$ cat src/rtl/hazard_md_ctrl.sv
// hazard_md_ctrl: pipeline hazard controller for the 5-stage MIPS core.
// Produces operand forwarding selects, load-use and HI/LO interlocks,
// sequences the multi-cycle mul/div unit and defers branch/jump squashes
// that arrive while ID is stalled.
//
// Mul/div sequencer states:
//   state  | meaning
//   S_IDLE | unit free; a mult/div advancing out of ID launches it
//   S_BUSY | unit occupied; r_cnt counts remaining busy cycles down to 1
module hazard_md_ctrl #(
   parameter int unsigned MUL_CYCLES = 3,
   parameter int unsigned DIV_CYCLES = 33
) (
   input  logic       clk,
   input  logic       resetn,
   input  logic       id_valid,
   input  logic [4:0] id_rs,
   input  logic [4:0] id_rt,
   input  logic       id_reg_a_valid,
   input  logic       id_reg_b_valid,
   input  logic       id_md_start,
   input  logic       id_md_is_div,
   input  logic       id_md_read,
   input  logic       ex_valid,
   input  logic       ex_reg_write,
   input  logic       ex_mem_read,
   input  logic [4:0] ex_waddr,
   input  logic       mem_valid,
   input  logic       mem_reg_write,
   input  logic [4:0] mem_waddr,
   input  logic       ex_jump_taken,
   output logic [1:0] fwd_a_sel,
   output logic [1:0] fwd_b_sel,
   output logic       stall_id,
   output logic       bubble_ex,
   output logic       flush_if,
   output logic       md_start,
   output logic       md_is_div,
   output logic       md_busy,
   output logic       md_done
);

   typedef enum logic {
      S_IDLE = 1'b0,
      S_BUSY = 1'b1
   } md_state_t;

   localparam logic [5:0] LP_MUL_CNT = 6'(MUL_CYCLES);
   localparam logic [5:0] LP_DIV_CNT = 6'(DIV_CYCLES);

   md_state_t  r_state;
   md_state_t  w_state_nxt;
   logic [5:0] r_cnt;
   logic [5:0] w_cnt_nxt;
   logic       r_md_done;
   logic       w_md_done_nxt;
   logic       r_redirect_pending;
   logic       w_redirect_pending_nxt;

   logic       w_ex_wr;
   logic       w_mem_wr;
   logic       w_ex_match_a;
   logic       w_ex_match_b;
   logic       w_mem_match_a;
   logic       w_mem_match_b;
   logic       w_load_use;
   logic       w_md_conflict;
   logic       w_stall;
   logic       w_advance;
   logic       w_md_start;
   logic       w_md_is_div;

   // A stage can only be a forwarding source if it really writes a nonzero register.
   assign w_ex_wr  = ex_valid & ex_reg_write & (ex_waddr != 5'd0);
   assign w_mem_wr = mem_valid & mem_reg_write & (mem_waddr != 5'd0);

   assign w_ex_match_a  = w_ex_wr  & id_reg_a_valid & (ex_waddr  == id_rs);
   assign w_ex_match_b  = w_ex_wr  & id_reg_b_valid & (ex_waddr  == id_rt);
   assign w_mem_match_a = w_mem_wr & id_reg_a_valid & (mem_waddr == id_rs);
   assign w_mem_match_b = w_mem_wr & id_reg_b_valid & (mem_waddr == id_rt);

   // Forwarding selects: the younger EX result wins unless it is a load still in flight.
   always_comb begin
      fwd_a_sel = 2'b00;
      fwd_b_sel = 2'b00;
      if (w_ex_match_a && !ex_mem_read) begin
         fwd_a_sel = 2'b01;
      end else if (w_mem_match_a) begin
         fwd_a_sel = 2'b10;
      end
      if (w_ex_match_b && !ex_mem_read) begin
         fwd_b_sel = 2'b01;
      end else if (w_mem_match_b) begin
         fwd_b_sel = 2'b10;
      end
   end

   assign w_load_use    = (w_ex_match_a | w_ex_match_b) & ex_mem_read;
   assign w_md_conflict = id_valid & (id_md_start | id_md_read) & md_busy;
   assign w_stall       = w_load_use | w_md_conflict;
   assign w_advance     = id_valid & ~w_stall;

   assign stall_id  = w_stall;
   assign bubble_ex = w_stall;

   // Sequencer state, busy counter, done pulse and deferred-redirect flag.
   always_ff @(posedge clk or negedge resetn) begin
      if (!resetn) begin
         r_state            <= S_IDLE;
         r_cnt              <= 6'd0;
         r_md_done          <= 1'b0;
         r_redirect_pending <= 1'b0;
      end else begin
         r_state            <= w_state_nxt;
         r_cnt              <= w_cnt_nxt;
         r_md_done          <= w_md_done_nxt;
         r_redirect_pending <= w_redirect_pending_nxt;
      end
   end

   // Mul/div next state: launch only from IDLE, done is raised on the last busy cycle.
   always_comb begin
      w_state_nxt   = r_state;
      w_cnt_nxt     = r_cnt;
      w_md_done_nxt = 1'b0;
      w_md_start    = 1'b0;
      w_md_is_div   = 1'b0;
      case (r_state)
         S_IDLE: begin
            if (w_advance && id_md_start) begin
               w_md_start  = 1'b1;
               w_md_is_div = id_md_is_div;
               w_state_nxt = S_BUSY;
               w_cnt_nxt   = id_md_is_div ? LP_DIV_CNT : LP_MUL_CNT;
            end
         end
         S_BUSY: begin
            w_cnt_nxt = r_cnt - 6'd1;
            if (r_cnt == 6'd1) begin
               w_state_nxt   = S_IDLE;
               w_md_done_nxt = 1'b1;
            end
         end
      endcase
   end

   assign md_start  = w_md_start;
   assign md_is_div = w_md_is_div;
   assign md_busy   = (r_state == S_BUSY);
   assign md_done   = r_md_done;

   // A redirect seen during a stall is remembered and released exactly once when ID moves;
   // the delay slot sitting in ID is untouched because only IF/ID input is flushed.
   always_comb begin
      w_redirect_pending_nxt = 1'b0;
      if (w_stall) begin
         w_redirect_pending_nxt = r_redirect_pending | ex_jump_taken;
      end
   end

   assign flush_if = (ex_jump_taken | r_redirect_pending) & ~w_stall;

endmodule

$ cat config.mk
export PLATFORM = sky130hd
export DESIGN_NAME = hazard_md_ctrl
export DESIGN_NICKNAME = d
export VERILOG_FILES = /design/src/rtl/hazard_md_ctrl.sv
export SDC_FILE = /design/constraint.sdc
export NUM_CORES = 1
export LEC_CHECK = 0
export CAP_MARGIN = 20
export CORE_MARGIN = 2
export CORE_UTILIZATION = 37
export DETAILED_ROUTE_END_ITERATION = 12
export PLACE_DENSITY = 0.78
export SETUP_SLACK_MARGIN = 0.2
export SYNTH_ARGS = -nofsm -noshare
export SYNTH_HDL_FRONTEND = slang
export SYNTH_SLANG_ARGS = --single-unit
export TNS_END_PERCENT = 1
$ cat constraint.sdc
create_clock -name clk -period 5.25 [get_ports clk]
set_input_delay 1.05 -clock clk [delete_from_list [all_inputs] [get_ports clk]]
set_output_delay 1.05 -clock clk [all_outputs]
set_load 0.02 [all_outputs]
# ---- Yosys cells after proc, flatten, opt, wreduce, memory -nomap -nowiden
# Cells that the tools add are included.
dict set report totals {
  reg_bits 9
  elab_cells 56
  out_inout_bits 11
  in_bits 34
}
dict set report classes {
  eq_ne 6
  bitwise 23
  muxes 16
  addsub 1
  reduce_logical 6
}
# op count
set op_table {}
lappend op_table {{$eq 5x5->1} 4}
lappend op_table {{$and 1x1->1} 17}
lappend op_table {{$mux 6} 2}
lappend op_table {{$pmux 6 s2} 1}
lappend op_table {{$reduce_bool 5->1} 2}
lappend op_table {{$mux 1} 8}
lappend op_table {{$mux 2} 4}
lappend op_table {{$eq 6x1->1 const B} 1}
lappend op_table {{$sub 6x1->6 const B} 1}
lappend op_table {{$or 1x1->1} 4}
lappend op_table {{$logic_and 1x1->1} 3}
lappend op_table {{$ne 2x2->1 const B} 1}
lappend op_table {{$not 1->1} 2}
lappend op_table {{$pmux 1 s2} 1}
lappend op_table {{$logic_not 1->1} 1}

# ---- Longest topological paths before layout
dict set report depth {
  ltp_word 12
  ltp_mapped 6
  depth_no_buf 6
}

# ---- Least setup slack after synthesis
# No wires, ideal clock.
dict set report synth_path {
  path_type {input to output}
  start {input port ex_waddr[1]}
  end {output port md_is_div}
  slack_ps 1535
  n_path_buf 0
  t_arrival_ps 2665
  cell_stages 5
  required_ps 4200
  path_cell_list {or4_4 -> o2111ai_2 -> a21o_2 -> nand3_1 -> nor3b_1}
}
dict set report synth_between {
  elab_chain_cells 12
  word_cells_on_any_way 16
  classes_between {eq/ne: 2; mux: 2; bitwise: 10; reduce/logical: 2}
}
# item line
set synth_lines {}
lappend synth_lines {{from (decl)} 27} ;# input logic [4:0] ex_waddr,
lappend synth_lines {{$reduce_bool 5->1} 74} ;# assign w_ex_wr = ex_valid & ex_reg_write & (ex_waddr != 5'd0);
lappend synth_lines {{$and 1x1->1} 74}
lappend synth_lines {{$and 1x1->1 (on tied branches) (2 in series)} {77, 78}}
lappend synth_lines {{$or 1x1->1 (*)} 98} ;# assign w_load_use = (w_ex_match_a | w_ex_match_b) & ex_mem_read;
lappend synth_lines {{$and 1x1->1 (*)} 98}
lappend synth_lines {{$or 1x1->1 (*)} 100} ;# assign w_stall = w_load_use | w_md_conflict;
lappend synth_lines {{$not 1->1 (*)} 101} ;# assign w_advance = id_valid & ~w_stall;
lappend synth_lines {{$and 1x1->1 (*)} 101}
lappend synth_lines {{$logic_and 1x1->1 (*)} 130} ;# if (w_advance && id_md_start) begin
lappend synth_lines {{$mux 1 (*)} 130}
lappend synth_lines {{$mux 1 (*)} 128} ;# case (r_state)
lappend synth_lines {{to (decl)} 38} ;# output logic md_is_div,
# Mark *: on every way between the ends. The rest lies on a longest branch, timed or not.

# ---- Final worst setup path
# Ends and elaborated chain as after synthesis.

==> metrics.yaml <==
min-delay-start: "r_redirect_pending"
drc: 0
synth-edff-count: 0
n_fill_cell: 184
path_clk_slew_ns: 0.06
fin_tns_setup_ns: 0
post_synth_num_cell_types: 29
cts.sink_count: 9
grt_pass1_vias: 870
synthesis.yosys.warnings: 0
fp-row-count: 16
diodes: 0
number_of_max_cap_violations: 0
ys_seq_area_frac: 0.2817
effective_utilization_at_floorplan: 0.3994
initial_antenna_violation_count: 0
crit_arrival_ns: 3.56
power_leakage_nw: 0.4911
cts_tree: "built"
synth.cell_area_sq_um: 799.5
critPathRequiredTime_ns: 4.20
finalHoldViolations: 0
post_cts_hold_buffer_count: 0
syn-mean-instance-area_sq_um: 8.506
setup_repair_after_global_routing_missed_its_margin: "no"
synthesis.instances: 94
dpl.hpwl_um: 1894
gr-total-overflow: 0
postCtsSetupBuffers: 0
io_buffer_count: 44
cts_buffer_depth: 2
multi_input_comb_area_sq_um: 551.8
first_pass_iters: 4
timing.hold.worst.class: "reg2reg"
cts_buffers: 3
run_status: "completed"
cts_resized: 0
wl_um: 2188
area.sequential_sq_um: 225.2
worst-r2r-setup-slack_ns: 3.71
power-per-cell-area_nw_per_um2: 318.2
timing.slew.headroom: 0.7014
layout_common_cells: "sky130_fd_sc_hd__clkdlybuf4s50_1, sky130_fd_sc_hd__xor2_1, sky130_fd_sc_hd__nor2_1, sky130_fd_sc_hd__dfrtp_1, sky130_fd_sc_hd__nor3_1"
cts_max_level: 1
detailed_place.area_sq_um: 1262
yosys_register_bits: 9
design_area_sq_um: 1289
layout-drive-gt1-share: 0.07143
nets: 177
min_period_over_period: 0.8778
drtAntennaViolNets: 0
worst_ir_drop_vdd_uv: 141.4
detailroute.via_count: 890
synth_nets: 130
post-route-min-period_ns: 4.609
final_common_cell: "sky130_fd_sc_hd__clkdlybuf4s50_1"
worst_clock_skew_ns: 0.002127
design.die.area_sq_um: 2549
crit_start: "ex_waddr[1]"
placeableCoreArea_sq_um: 2002
setup_viol: 0
worst_pin_slew_ns: 0.4479
via_per_inst: 5.329
area_delta_synth_final_pct: 61.19
average_detailed_routed_wire_length_per_instance_um: 13.10
reg2reg_from: "r_cnt[2]"
yosys_most_used_dff: "sky130_fd_sc_hd__dfrtp_1"
combined_global_route_utilization_of_all_metal_layers: 0.1819
worstSetupEndpointType: "primary output"
critical_path.max_fanout: 6
clk_root_buffer_cell: "sky130_fd_sc_hd__clkbuf_4"
clkLatencyLatePin_ns: 0.26
category_of_the_most_critical_setup_path: "in2out"
largest_net_degree_at_the_start_of_global_routing: 17
max_clock_freq_ghz: 0.2170
grt_first_pass_wirelength_um: 3519
die_y_um: 50.49
detailedRoute.firstIterationViolations: 10
slew_viol_final: 0
die_w_um: 50.49
synthArstFlopShare: 1.000
boundaryPins: 45
critPathLaunchType: "input port"
gp_congestion: 0.7732
==> synth_stat cells, drive strengths merged (2+ instances only) <==
cell type | instances | area, sq um
xor2 | 17 | 148.9
dfrtp | 9 | 225.2
nor2 | 9 | 33.78
nor3 | 7 | 35.03
nand2 | 6 | 22.52
a21oi | 5 | 28.78
nand3 | 5 | 25.02
xnor2 | 5 | 43.79
nor4 | 4 | 25.02
inv | 3 | 11.26
o211ai | 3 | 22.52
or4 | 3 | 30.03
a31o | 2 | 17.52
a31oi | 2 | 12.51
ha | 2 | 25.02
==> area by class of cell <==
class                      count  area share
inverter                       3    0.008738
multi-input combinational     80      0.4282
sequential                     9      0.1748
clock buffer                   4     0.02039
timing repair buffer          44      0.3417
tap                           27     0.02621
==> per-layer routing <==
metal  wire (um)  global-route usage  vias up
met4          19             0.08108        0
met1         824              0.1783      405
met5           0                   0        -
met3         236             0.05655        4
li1            -                   -      435
met2        1108              0.3443       46
==> stage by stage <==
step / std cells / hold slack [ns] / setup WS (ns) / total power [mW] / util
floorplan: 94 / 0.4789 / 1.535 / 0.2760 / -
global placement: 163 / 0.5252 / 0.6800 / 0.3515 / 0.6306
detailed placement: 163 / 0.5097 / 0.6549 / 0.3586 / 0.6306
CTS: 167 / 0.5217 / 0.6383 / 0.4142 / 0.6438
global route: 167 / 0.5527 / 0.5472 / 0.4471 / 0.6438
finish: 167 / 0.5163 / 0.6413 / 0.4101 / 0.6438
==> sequential cells by signal, summed over array words and instances, names as in the netlist <==
signal              cells
r_redirect_pending      1
r_cnt                   6
md_done                 1
md_busy                 1
==> critical path, cell delays in order <==
cell	delay (ns)
sky130_fd_sc_hd__clkdlybuf4s50_1	0.47
sky130_fd_sc_hd__or4_4	0.57
sky130_fd_sc_hd__o2111ai_2	0.22
sky130_fd_sc_hd__a21o_2	0.17
sky130_fd_sc_hd__nand3_1	0.20
sky130_fd_sc_hd__nor3b_1	0.24
sky130_fd_sc_hd__clkdlybuf4s50_1	0.63
==> power by group <==
group	internal (mW)	leakage (nW)	switching (mW)	total (mW)
Clock	0.0292	0.0150	0.0234	0.0526
Combinational	0.114	0.370	0.0995	0.214
Sequential	0.100	0.107	0.0433	0.144
Total	0.244	0.491	0.166	0.410
==> cell families after synthesis <==
kind of cell	after synthesis	share of synthesized area
compound gates	19	0.1784
xor+xnor	22	0.2410
fa+ha+maj	2	0.03129
buf+inv	5	0.02817
flops	9	0.2817
simple gates	37	0.2394
==> path summary, 6_finish.rpt <==
kind | endpoint | cells past startpoint
worst max-delay path | md_is_div | 7
worst min-delay path | r_redirect_pending | 2
worst max register to register | r_cnt[5] | 5
worst min register to register | r_redirect_pending | 2
max in group asynchronous | r_cnt[2] | 1
min in group asynchronous | md_done | 1
Note: power is estimated with default switching activity, not from simulation.
